## src/rtl/user_mem_arbiter.sv

```systemverilog
// Two-master round-robin arbiter in front of the pipelined user-project memory.
// One transaction outstanding at a time, a forced stb-low drain gap after each one, and a timeout error.
module user_mem_arbiter #(
    parameter int TIMEOUT = 64,
    parameter int DRAIN   = 10
) (
    input  logic        clk,
    input  logic        rst_n,
    input  logic        m0_stb,
    input  logic        m1_stb,
    input  logic        m0_we,
    input  logic        m1_we,
    input  logic [3:0]  m0_sel,
    input  logic [3:0]  m1_sel,
    input  logic [31:0] m0_addr,
    input  logic [31:0] m1_addr,
    input  logic [31:0] m0_dat_i,
    input  logic [31:0] m1_dat_i,
    output logic        m0_ack,
    output logic        m1_ack,
    output logic        m0_err,
    output logic        m1_err,
    output logic [31:0] m_dat_o,
    output logic        s_stb,
    output logic        s_we,
    output logic [3:0]  s_sel,
    output logic [31:0] s_addr,
    output logic [31:0] s_dat_o,
    input  logic        s_ack,
    input  logic [31:0] s_dat_i,
    output logic [1:0]  gnt
);

    localparam int CNT_MAX = (TIMEOUT > DRAIN) ? TIMEOUT : DRAIN;
    localparam int CW      = $clog2(CNT_MAX) + 1;

    localparam logic [CW-1:0] TO_LAST    = CW'(TIMEOUT - 1);
    localparam logic [CW-1:0] DRAIN_LAST = CW'(DRAIN - 1);
    localparam logic [CW-1:0] CNT_SAT    = '1;

    typedef enum logic [1:0] {
        ST_IDLE  = 2'd0,
        ST_BUSY  = 2'd1,
        ST_DRAIN = 2'd2
    } state_e;

    state_e        state_q, state_d;
    logic [CW-1:0] cnt_q, cnt_d, cnt_inc;
    logic          last_gnt_q, last_gnt_d;   // 1 = master 1 was served last
    logic [1:0]    gnt_q, gnt_d;
    logic [1:0]    err_q, err_d;
    logic          s_stb_q, s_stb_d;
    logic          s_we_q, s_we_d;
    logic [3:0]    s_sel_q, s_sel_d;
    logic [31:0]   s_addr_q, s_addr_d;
    logic [31:0]   s_dat_q, s_dat_d;

    logic any_req, pick_m1, busy, timeout, drain_done;

    assign any_req    = m0_stb | m1_stb;
    assign pick_m1    = m1_stb & (~m0_stb | ~last_gnt_q);
    assign busy       = (state_q == ST_BUSY);
    assign timeout    = busy & (cnt_q == TO_LAST);
    assign drain_done = (state_q == ST_DRAIN) & (cnt_q == DRAIN_LAST);
    assign cnt_inc    = (cnt_q == CNT_SAT) ? cnt_q : cnt_q + CW'(1);

    // NOTE: sequential state uses non-blocking assignments only, so every flop samples pre-edge values.
    always_ff @(posedge clk or negedge rst_n) begin
        if (!rst_n) begin
            state_q    <= ST_IDLE;
            cnt_q      <= '0;
            last_gnt_q <= 1'b1;
            gnt_q      <= 2'b00;
            err_q      <= 2'b00;
            s_stb_q    <= 1'b0;
            s_we_q     <= 1'b0;
            s_sel_q    <= 4'h0;
            s_addr_q   <= 32'h0;
            s_dat_q    <= 32'h0;
        end else begin
            state_q    <= state_d;
            cnt_q      <= cnt_d;
            last_gnt_q <= last_gnt_d;
            gnt_q      <= gnt_d;
            err_q      <= err_d;
            s_stb_q    <= s_stb_d;
            s_we_q     <= s_we_d;
            s_sel_q    <= s_sel_d;
            s_addr_q   <= s_addr_d;
            s_dat_q    <= s_dat_d;
        end
    end

    always_comb begin
        state_d = state_q;
        unique case (state_q)
            ST_IDLE:  if (any_req) state_d = ST_BUSY;
            ST_BUSY:  if (s_ack || timeout) state_d = ST_DRAIN;
            ST_DRAIN: if (drain_done) state_d = ST_IDLE;
            default:  state_d = ST_IDLE;
        endcase
    end

    // NOTE: every signal gets a default before the case so no path leaves it unassigned (no latches).
    always_comb begin
        cnt_d      = cnt_q;
        last_gnt_d = last_gnt_q;
        gnt_d      = gnt_q;
        err_d      = 2'b00;
        s_stb_d    = s_stb_q;
        s_we_d     = s_we_q;
        s_sel_d    = s_sel_q;
        s_addr_d   = s_addr_q;
        s_dat_d    = s_dat_q;
        unique case (state_q)
            ST_IDLE: begin
                cnt_d = '0;
                if (any_req) begin
                    gnt_d    = {pick_m1, ~pick_m1};
                    s_stb_d  = 1'b1;
                    s_we_d   = pick_m1 ? m1_we    : m0_we;
                    s_sel_d  = pick_m1 ? m1_sel   : m0_sel;
                    s_addr_d = pick_m1 ? m1_addr  : m0_addr;
                    s_dat_d  = pick_m1 ? m1_dat_i : m0_dat_i;
                end
            end
            ST_BUSY: begin
                cnt_d = cnt_inc;
                // An ack in the timeout cycle still completes the transaction normally.
                if (s_ack) begin
                    last_gnt_d = gnt_q[1];
                    cnt_d      = '0;
                    gnt_d      = 2'b00;
                    s_stb_d    = 1'b0;
                end else if (timeout) begin
                    err_d   = gnt_q;
                    cnt_d   = '0;
                    gnt_d   = 2'b00;
                    s_stb_d = 1'b0;
                end
            end
            ST_DRAIN: cnt_d = cnt_inc;
            default:  cnt_d = '0;
        endcase
    end

    // A master that dropped stb mid-transaction gets no ack, though the slave side still completes.
    assign m0_ack  = s_ack & busy & gnt_q[0] & m0_stb;
    assign m1_ack  = s_ack & busy & gnt_q[1] & m1_stb;
    assign m0_err  = err_q[0];
    assign m1_err  = err_q[1];
    assign m_dat_o = s_dat_i;
    assign s_stb   = s_stb_q;
    assign s_we    = s_we_q;
    assign s_sel   = s_sel_q;
    assign s_addr  = s_addr_q;
    assign s_dat_o = s_dat_q;
    assign gnt     = gnt_q;

endmodule
```

## config.mk

```make
export PLATFORM = sky130hd
export DESIGN_NAME = user_mem_arbiter
export DESIGN_NICKNAME = d
export VERILOG_FILES = /design/src/rtl/user_mem_arbiter.sv
export SDC_FILE = /design/constraint.sdc
export NUM_CORES = 1
export LEC_CHECK = 0
export ABC_CLOCK_PERIOD_IN_PS = 4200
export CAP_MARGIN = 10
export CORE_ASPECT_RATIO = 0.75
export CORE_MARGIN = 8
export CORE_UTILIZATION = 39
export DETAILED_ROUTE_END_ITERATION = 12
export PLACE_DENSITY_LB_ADDON = 0.15
export SYNTH_ARGS = -nofsm -noshare
export SYNTH_HDL_FRONTEND = slang
export SYNTH_SLANG_ARGS = --single-unit
export TNS_END_PERCENT = 100
```

## constraint.sdc

```tcl
create_clock -name clk -period 4.2 [get_ports clk]
set_input_delay 0.63 -clock clk [delete_from_list [all_inputs] [get_ports clk]]
set_output_delay 0.63 -clock clk [all_outputs]
set_load 0.05 [all_outputs]
```

==> flow_summary.yaml, run 1 <==
route:
  drtIter0Drc: 128
  ant_nets: 0
  routed_via_density: 4.77
  wl_per_cell_um: 17.2
  vias: 3476
  post-route-drc-count: 0
  totalWireLength_um: 12500
  drt-pass1-iter-count: 4
sta:
  fin_tns_setup_ns: 0
  hold_ws_ns: 0.477
  hold_viol: 0
  slew_viol_final: 0
  period_share_pct: 68.4
  fin_worst_skew_ns: 0.00812
  timing.final.ws_setup_ns: 1.33
  final-setup-viol-count: 0
  fin_crit_ns: 2.87
  rsz0062_at_grt: "no"
  fmaxAchievable_ghz: 0.348
  tightest_slew_ns: 1.03
  relSlewSlack_pct: 31.1
placed_design:
  placed_area_um2: 6230
  dp_cells: 713
  hpwl_um: 9990
  gp_congestion: 0.800
  portBuffers: 218
  post-place-ws_ns: 1.32
logic_synthesis:
  yosys_warnings: 0
  seq_area_frac_synth_pct: 50.5
  synthTopCellsByArea: "dfrtp_1, mux2i_1, nand2_1"
  synth_top_family_by_area: "multiplexers"
  synth_xor_xnor_area_share_pct: 0.630
  synth.area.mux_share_pct: 17.4
  yosysTopAreaCell: "dfrtp_1"
  synth.net_count: 590
  yosysTopAreaCellShare_pct: 49.8
  synth-adder-area-share_pct: 1.50
  ys_ff_latch: 84
  synth_cells: 410
  synth_compound_area_share_pct: 11.1
  synth_area_um2: 4170
  synthSimpleGateAreaFrac_pct: 10.4
  ys_types: 36
  synth_area_per_cell_um2: 10.2
critical_path:
  cp_top_family: "buffers and inverters"
  worstPathRequired_ns: 3.57
  path_buf_inv: 2
  path_cells: "clkdlybuf4s50_1, nand2_1, nor2_1, clkdlybuf4s50_1"
  critPathMaxStageDelay_ns: 0.80
  crit_top_cell: "clkdlybuf4s50_1"
  cp-end-kind: "output port"
  critPathMaxFanout: 4
  start_kind: "input port"
  crit_arrival_ns: 2.24
  slowest_stage: "clkdlybuf4s50_1"
  critical_path_class: "in2out"
pwr:
  p_per_area_nw_per_um2: 776
  ir_drop_mv: 0.393
  p_leak_nw: 2.87
finish:
  mostFrequentLayoutCell: "clkdlybuf4s50_1"
  layout.cells.non_filler: 729
  layout-drive-gt1-share_pct: 5.23
  diodes: 0
  fin_nets: 768
  stdcell_area_um2: 6550
  area_delta_synth_final_pct: 57.1
  final_cell_mix: "clkdlybuf4s50_1, dfrtp_1, nand2_1"
clock_network:
  tritoncts: "done"
  clk_latency_ns: 0.33
  cts_buffers: 9
  clk_path_buf_depth: 2
  post-cts-setup-buffers: 0
  root_buffer: "clkbuf_16"
  cts.clk_slew.worst_paths_ns: 0.06
  h-tree-depth: 3
  cts_resized: 0
  numClockSinks: 84
  cts_hold_buf: 0
grt:
  grt_pass1_wl_um: 19800
  grtUsageTotal_pct: 17.4
  antenna_found_initial: 0
  grt_max_degree: 101
  overflow: 0
  first_global_vias: 3625
floorplanning:
  die_area_um2: 14300
  rows: 32
  die_w_um: 135
  initial_core_util_pct: 40.3
  core_um2: 10300
  pin_count: 283
  die_y_um: 106
worst_hold_path:
  hold_path.class: "in2async"
flow_run:
  drv_cap: 0
run_status:
  outcome: "completed"
==> cell families after synthesis <==
kind of cell | count (synthesis)
DFF | 84
muxes | 72
adders and majority gates | 5
and+or+nand+nor | 101
AOI/OAI and AO/OA | 86
xor gates and xnor gates | 3
buffers and inverters | 59
==> final cells by class <==
cell class | count | area [um^2]
clock inverter | 4 | 72.6
sequential | 84 | 2100
tap | 136 | 170
fill | 841 | 3780
timing repair buffer | 222 | 2210
inverter | 4 | 15.0
clock buffer | 12 | 246
multi-input combinational | 267 | 1730
==> Yosys cell counts, drive strengths merged <==
cell type,n
a211oi,1
a21boi,2
a21oi,4
a2bb2oi,1
a31oi,2
and3,6
buf,46
clkbuf,9
dfrtp,83
dfstp,1
ha,5
inv,4
mux2,2
mux2i,70
nand2,75
nand2b,1
nand3,3
nand4,2
nor2,7
nor2b,1
nor3,3
o21ai,72
o2bb2ai,3
o31ai,1
or2,2
or4b,1
xnor2,2
xor2,1
==> flip-flops by register name (all words and copies together) (netlist names) <==
name        flops
last_gnt_q      1
s_dat_o        32
s_addr         32
s_stb           1
cnt_q           7
gnt             2
s_we            1
state_q         2
s_sel           4
err_q           2
==> path summary, 6_finish.rpt <==
path / from / to / slack (ns) / cells after the start
max in group asynchronous: rst_n / s_dat_o[25] / 3.06 / 1
worst min-delay path: rst_n / s_sel[1] / 0.48 / 1
worst min register to register: s_addr[12] / s_addr[12] / 0.48 / 2
worst max-delay path: m0_stb / m0_ack / 1.33 / 4
worst max register to register: state_q[0] / s_addr[22] / 2.30 / 5
min in group clk: s_addr[12] / s_addr[12] / 0.48 / 2
==> metrics by stage <==
stage / power [mW] / utilization, %
after floorplan: 3.31 / -
after global placement: 4.25 / 60.3
after detailed placement: 4.30 / 60.3
after CTS: 5.16 / 63.4
after global routing: 5.38 / 63.4
final: 5.08 / 63.4
==> power breakdown <==
group | internal, mW | switching [mW] | total, mW
Combinational | 0.968 | 1.91 | 2.87
Clock | 0.536 | 0.303 | 0.839
Sequential | 1.17 | 0.195 | 1.37
Total | 2.68 | 2.40 | 5.08
==> worst register-to-register path, stage by stage (launching register included) <==
cell and delay (ns):
dfrtp_1 0.38, inv_1 0.08, ha_1 0.29, o21ai_4 0.09, buf_4 0.64, o21ai_0 0.27
==> metal layers <==
layer / part of all wire, % / vias up / track usage (%)
met2: 49 / 143 / 29.0
met5: 0 / - / 0
met4: 0.95 / 0 / 3.40
met3: 10 / 13 / 7.78
met1: 40 / 1588 / 20.3
li1: - / 1732 / -
Note: power is estimated with default switching activity, not from simulation.
==> run 2, diff against run 1 <==
--- a/config.mk
+++ b/config.mk
@@ -5,11 +5,11 @@
 export SDC_FILE = /design/constraint.sdc
 export NUM_CORES = 1
 export LEC_CHECK = 0
-export ABC_CLOCK_PERIOD_IN_PS = 4200
+export ABC_CLOCK_PERIOD_IN_PS = 2400
 export CAP_MARGIN = 10
 export CORE_ASPECT_RATIO = 0.75
 export CORE_MARGIN = 8
-export CORE_UTILIZATION = 39
+export CORE_UTILIZATION = 32
 export DETAILED_ROUTE_END_ITERATION = 12
 export PLACE_DENSITY_LB_ADDON = 0.15
 export SYNTH_ARGS = -nofsm -noshare
==> constraint.sdc (replaced) <==
create_clock -name clk -period 2.4 [get_ports clk]
set_input_delay 0.36 -clock clk [delete_from_list [all_inputs] [get_ports clk]]
set_output_delay 0.36 -clock clk [all_outputs]
set_load 0.05 [all_outputs]
==> flow_summary.yaml, run 2 (synthesis gave the netlist of run 1 again) <==
placed_design:
  placed_area_um2: 6350
  dp_cells: 749
  gp_congestion: 0.759
  hpwl_um: 9790
  portBuffers: 218
  post-place-ws_ns: 0.323
route:
  ant_nets: 0
  drt-pass1-iter-count: 4
  totalWireLength_um: 12600
  wl_per_cell_um: 16.4
  post-route-drc-count: 0
  routed_via_density: 4.51
  vias: 3451
  drtIter0Drc: 108
sta:
  period_share_pct: 82.9
  fin_worst_skew_ns: 0.00563
  fin_tns_setup_ns: 0
  tightest_slew_ns: 0.566
  rsz0062_at_grt: "no"
  timing.final.ws_setup_ns: 0.412
  final-setup-viol-count: 0
  fin_crit_ns: 1.99
  relSlewSlack_pct: 62.0
  fmaxAchievable_ghz: 0.503
  hold_viol: 1
  hold_ws_ns: -0.00163
  slew_viol_final: 0
floorplanning:
  die_w_um: 148
  die_area_um2: 17000
  initial_core_util_pct: 32.5
  pin_count: 283
  core_um2: 12800
  die_y_um: 115
  rows: 36
finish:
  stdcell_area_um2: 6660
  finalCoreUtilization_pct: 51.9
  mostFrequentLayoutCell: "clkdlybuf4s50_1"
  diodes: 0
  layout-drive-gt1-share_pct: 5.72
  nFillCells: 1150
  area_delta_synth_final_pct: 59.8
  fin_nets: 769
  final_cell_mix: "clkdlybuf4s50_1, dfrtp_1, nand2_1"
  layout.cells.non_filler: 765
run_status:
  violations: "negative hold slack"
  outcome: "complete, but fails checks"
critical_path:
  slowest_stage: "dfrtp_1"
  worstPathRequired_ns: 2.04
  critical_path_class: "reg2out"
  critPathMaxFanout: 6
  crit_arrival_ns: 1.63
  cp-end-kind: "output port"
  path_cells: "inv_1, ha_1, nand2_1, nor2_1, buf_12"
  r2r_slack_ns: 0.53
  critPathMaxStageDelay_ns: 0.40
  start_kind: "flop"
grt:
  first_global_vias: 3677
  grt_max_degree: 72
  antenna_found_initial: 0
  grtUsageTotal_pct: 14.5
  grt_pass1_wl_um: 19800
  overflow: 0
clock_network:
  clk_path_buf_depth: 2
  cts.clk_slew.worst_paths_ns: 0.06
  cts_hold_buf: 0
  cts_buffers: 9
  clk_latency_ns: 0.33
  numClockSinks: 84
  root_buffer: "clkbuf_16"
  cts_resized: 0
  h-tree-depth: 3
  tritoncts: "done"
  post-cts-setup-buffers: 0
worst_hold_path:
  hold_path.class: "in2async"
pwr:
  ir_drop_mv: 0.685
  p_leak_nw: 2.90
  power_mw: 8.94
  p_per_area_nw_per_um2: 1340
flow_run:
  drv_cap: 0
==> run 2: cell types whose count changed in the layout (fill, tap and decap cells not counted) <==
cell and change:
buf_12 +6, clkdlybuf4s50_1 -2, clkbuf_8 -1, buf_4 -3, clkinv_2 +1
==> run 2: area by class of cell <==
cell class,count,area [um^2],share of cell area [%]
Inverter,4,15.0,0.225
Timing Repair Buffer,223,2290,34.3
Tap cell,171,214,3.21
Sequential cell,84,2100,31.6
Multi-Input combinational cell,267,1730,26.0
Clock buffer,11,233,3.49
Clock inverter,5,77.6,1.16
==> run 2: final timing paths <==
| check | depth (start not counted) | end | start |
|---|---|---|---|
| max reg2reg | 6 | state_q[1] | state_q[1] |
| max | 5 | m0_ack | state_q[1] |
| min in group clk | 2 | s_addr[11] | s_addr[11] |
| min | 1 | s_dat_o[20] | rst_n |
| max in group asynchronous | 2 | last_gnt_q | rst_n |
| min reg2reg | 2 | s_addr[11] | s_addr[11] |
==> run 2: power breakdown <==
part	switching [mW]	internal [mW]
clock network	0.538	0.909
logic	3.34	1.75
registers	0.343	2.05
total	4.22	4.72
==> run 2: layer usage <==
metal  part of all wire, %  GRT usage [%]
met1                    44           17.5
met3                   8.8           6.29
met5                     0              0
met4                  0.72           3.25
met2                    46           23.6
==> run 2: critical path, delay by kind of cell, from the launching register on <==
family | cells | cell delay [ns]
buf+inv | 2 | 0.26
simple gates | 2 | 0.36
flops | 1 | 0.40
fa+ha+maj | 1 | 0.29
==> run 3, diff against run 2 <==
--- a/config.mk
+++ b/config.mk
@@ -5,11 +5,11 @@
 export SDC_FILE = /design/constraint.sdc
 export NUM_CORES = 1
 export LEC_CHECK = 0
-export ABC_CLOCK_PERIOD_IN_PS = 2400
+export ABC_CLOCK_PERIOD_IN_PS = 2050
 export CAP_MARGIN = 10
 export CORE_ASPECT_RATIO = 0.75
 export CORE_MARGIN = 8
-export CORE_UTILIZATION = 32
+export CORE_UTILIZATION = 36
 export DETAILED_ROUTE_END_ITERATION = 12
 export PLACE_DENSITY_LB_ADDON = 0.15
 export SYNTH_ARGS = -nofsm -noshare
==> constraint.sdc (replaced) <==
create_clock -name clk -period 2.05 [get_ports clk]
set_input_delay 0.3075 -clock clk [delete_from_list [all_inputs] [get_ports clk]]
set_output_delay 0.3075 -clock clk [all_outputs]
set_load 0.05 [all_outputs]
==> flow_summary.yaml, run 3 (synthesis gave the netlist of run 1 again) <==
floorplanning:
  core_um2: 11400
  initial_core_util_pct: 36.4
  die_area_um2: 15300
  die_w_um: 140
  rows: 34
  pin_count: 283
  die_y_um: 109
clock_network:
  numClockSinks: 84
  cts.clk_slew.worst_paths_ns: 0.06
  clk_path_buf_depth: 2
  post-cts-setup-buffers: 0
  h-tree-depth: 3
  tritoncts: "done"
  root_buffer: "clkbuf_16"
  clk_latency_ns: 0.33
  cts_buffers: 9
  cts_resized: 0
placed_design:
  portBuffers: 218
  dp_cells: 728
  hpwl_um: 10300
  post-place-ws_ns: 0.0974
  gp_congestion: 0.817
  placed_area_um2: 6370
route:
  drtIter0Drc: 163
  post-route-drc-count: 0
  drt-pass1-iter-count: 4
  vias: 3542
  routed_via_density: 4.75
  ant_nets: 0
  totalWireLength_um: 13100
  wl_per_cell_um: 17.6
critical_path:
  crit_arrival_ns: 1.61
  slowest_stage: "dfrtp_1"
  start_kind: "flop"
  path_cells: "inv_1, ha_1, nand2_1, nor2_1, buf_12"
  critical_path_class: "reg2out"
  critPathMaxFanout: 6
  critPathMaxStageDelay_ns: 0.40
  cp_top_family: "flip-flops"
  cp-end-kind: "output port"
  path_buf_inv: 2
  worstPathRequired_ns: 1.74
grt:
  antenna_found_initial: 0
  first_global_vias: 3605
  overflow: 0
  grt_pass1_wl_um: 20200
  grtUsageTotal_pct: 16.9
  grt_max_degree: 103
sta:
  fin_tns_setup_ns: 0
  relSlewSlack_pct: 62.0
  timing.final.ws_setup_ns: 0.129
  tightest_slew_ns: 0.568
  final-setup-viol-count: 0
  fin_crit_ns: 1.92
  rsz0062_at_grt: "no"
  slew_viol_final: 0
  period_share_pct: 93.7
  fmaxAchievable_ghz: 0.521
  fin_worst_skew_ns: 0.00930
  hold_viol: 0
pwr:
  internal-power_mw: 5.76
  seqPwrFrac_pct: 26.0
  p_leak_nw: 2.96
  power_switching_mw: 4.99
  swShare_pct: 46.4
  combPwrFrac_pct: 56.2
  p_per_area_nw_per_um2: 1590
  ir_drop_mv: 0.715
  power_mw: 10.7
  clkPwrFrac_pct: 17.8
finish:
  stdcell_area_um2: 6750
  fin_nets: 776
  layout.cells.non_filler: 745
  area_delta_synth_final_pct: 61.8
  layout-drive-gt1-share_pct: 6.99
  mostFrequentLayoutCell: "clkdlybuf4s50_1"
  diodes: 0
  final_cell_mix: "clkdlybuf4s50_1, dfrtp_1, nand2_1"
flow_run:
  drv_cap: 0
run_status:
  outcome: "completed"
worst_hold_path:
  hold_path.class: "in2async"
==> run 3: changes by cell type in the layout (fill, tap and decap cells not counted) <==
cell           previous run  this run
buf_12                    6         7
clkbuf_1                  2         0
clkbuf_8                  0         2
clkinv_2                  2         0
clkinvlp_4                1         0
dlygate4sd3_1             0         1
bufinv_16                 2         3
clkinv_4                  0         2
buf_4                     2         7
==> run 3: layout make-up <==
cell class / instances / area [um^2]
inverter: 4 / 15.0
clock inverter: 5 / 108
fill: 969 / 4700
clock buffer: 11 / 253
sequential: 84 / 2100
multi-input combinational: 267 / 1730
timing repair buffer: 230 / 2350
tap: 144 / 180
==> run 3: through the flow <==
step / hold slack (ns) / utilization, %
final: 0.419 / 58.9
after global routing: 0.439 / 58.9
after CTS: 0.419 / 58.9
after detailed placement: 0.235 / 55.7
after global placement: 0.232 / 55.7
after floorplan: 0.0119 / -
==> run 3: worst paths after layout <==
path	from	slack, ns	depth (start not counted)	end
setup / recovery	state_q[1]	0.13	5	m1_ack
hold / removal	rst_n	0.42	2	s_addr[19]
setup reg to reg	state_q[1]	0.30	8	cnt_q[1]
hold reg to reg	s_dat_o[9]	0.48	2	s_dat_o[9]
max in group asynchronous	rst_n	0.95	3	last_gnt_q
min in group clk	s_dat_o[9]	0.48	2	s_dat_o[9]
==> run 3: timing repair <==
item,CTS,global route
endpoints found under the setup margin,0,0
hold endpoints to repair,23,0
hold buffers,1,0
==> run 3: worst register-to-register path, cell delays in order, from the launching register on <==
cell and delay [ns]:
dfrtp_1 0.40, inv_1 0.09, ha_1 0.27, nor2b_1 0.22, buf_4 0.15, nand2_1 0.05
a2bb2oi_1 0.12, buf_4 0.16, a211oi_1 0.20
==> run 3: power groups by stage <==
stage / Sequential [mW] / Combinational (mW) / Clock, mW
6_report: 2.79 / 6.04 / 1.91
3_3_place_gp: 2.80 / 6.03 / 0
2_1_floorplan: 5.21 / 1.57 / 0
3_5_place_dp: 2.83 / 6.10 / 0
5_1_grt: 2.89 / 6.40 / 2.05
4_1_cts: 2.80 / 6.12 / 1.97
==> run 3: per-layer routing <==
| layer | part of all wire, % | track usage [%] | up-vias | wire length (um) |
|---|---|---|---|---|
| li1 | - | - | 1745 | - |
| met5 | 0 | 0 | - | 0 |
| met3 | 7.6 | 6.26 | 9 | 1000 |
| met4 | 0.51 | 2.86 | 0 | 67 |
| met2 | 49 | 28.7 | 146 | 6430 |
| met1 | 43 | 20.5 | 1642 | 5630 |
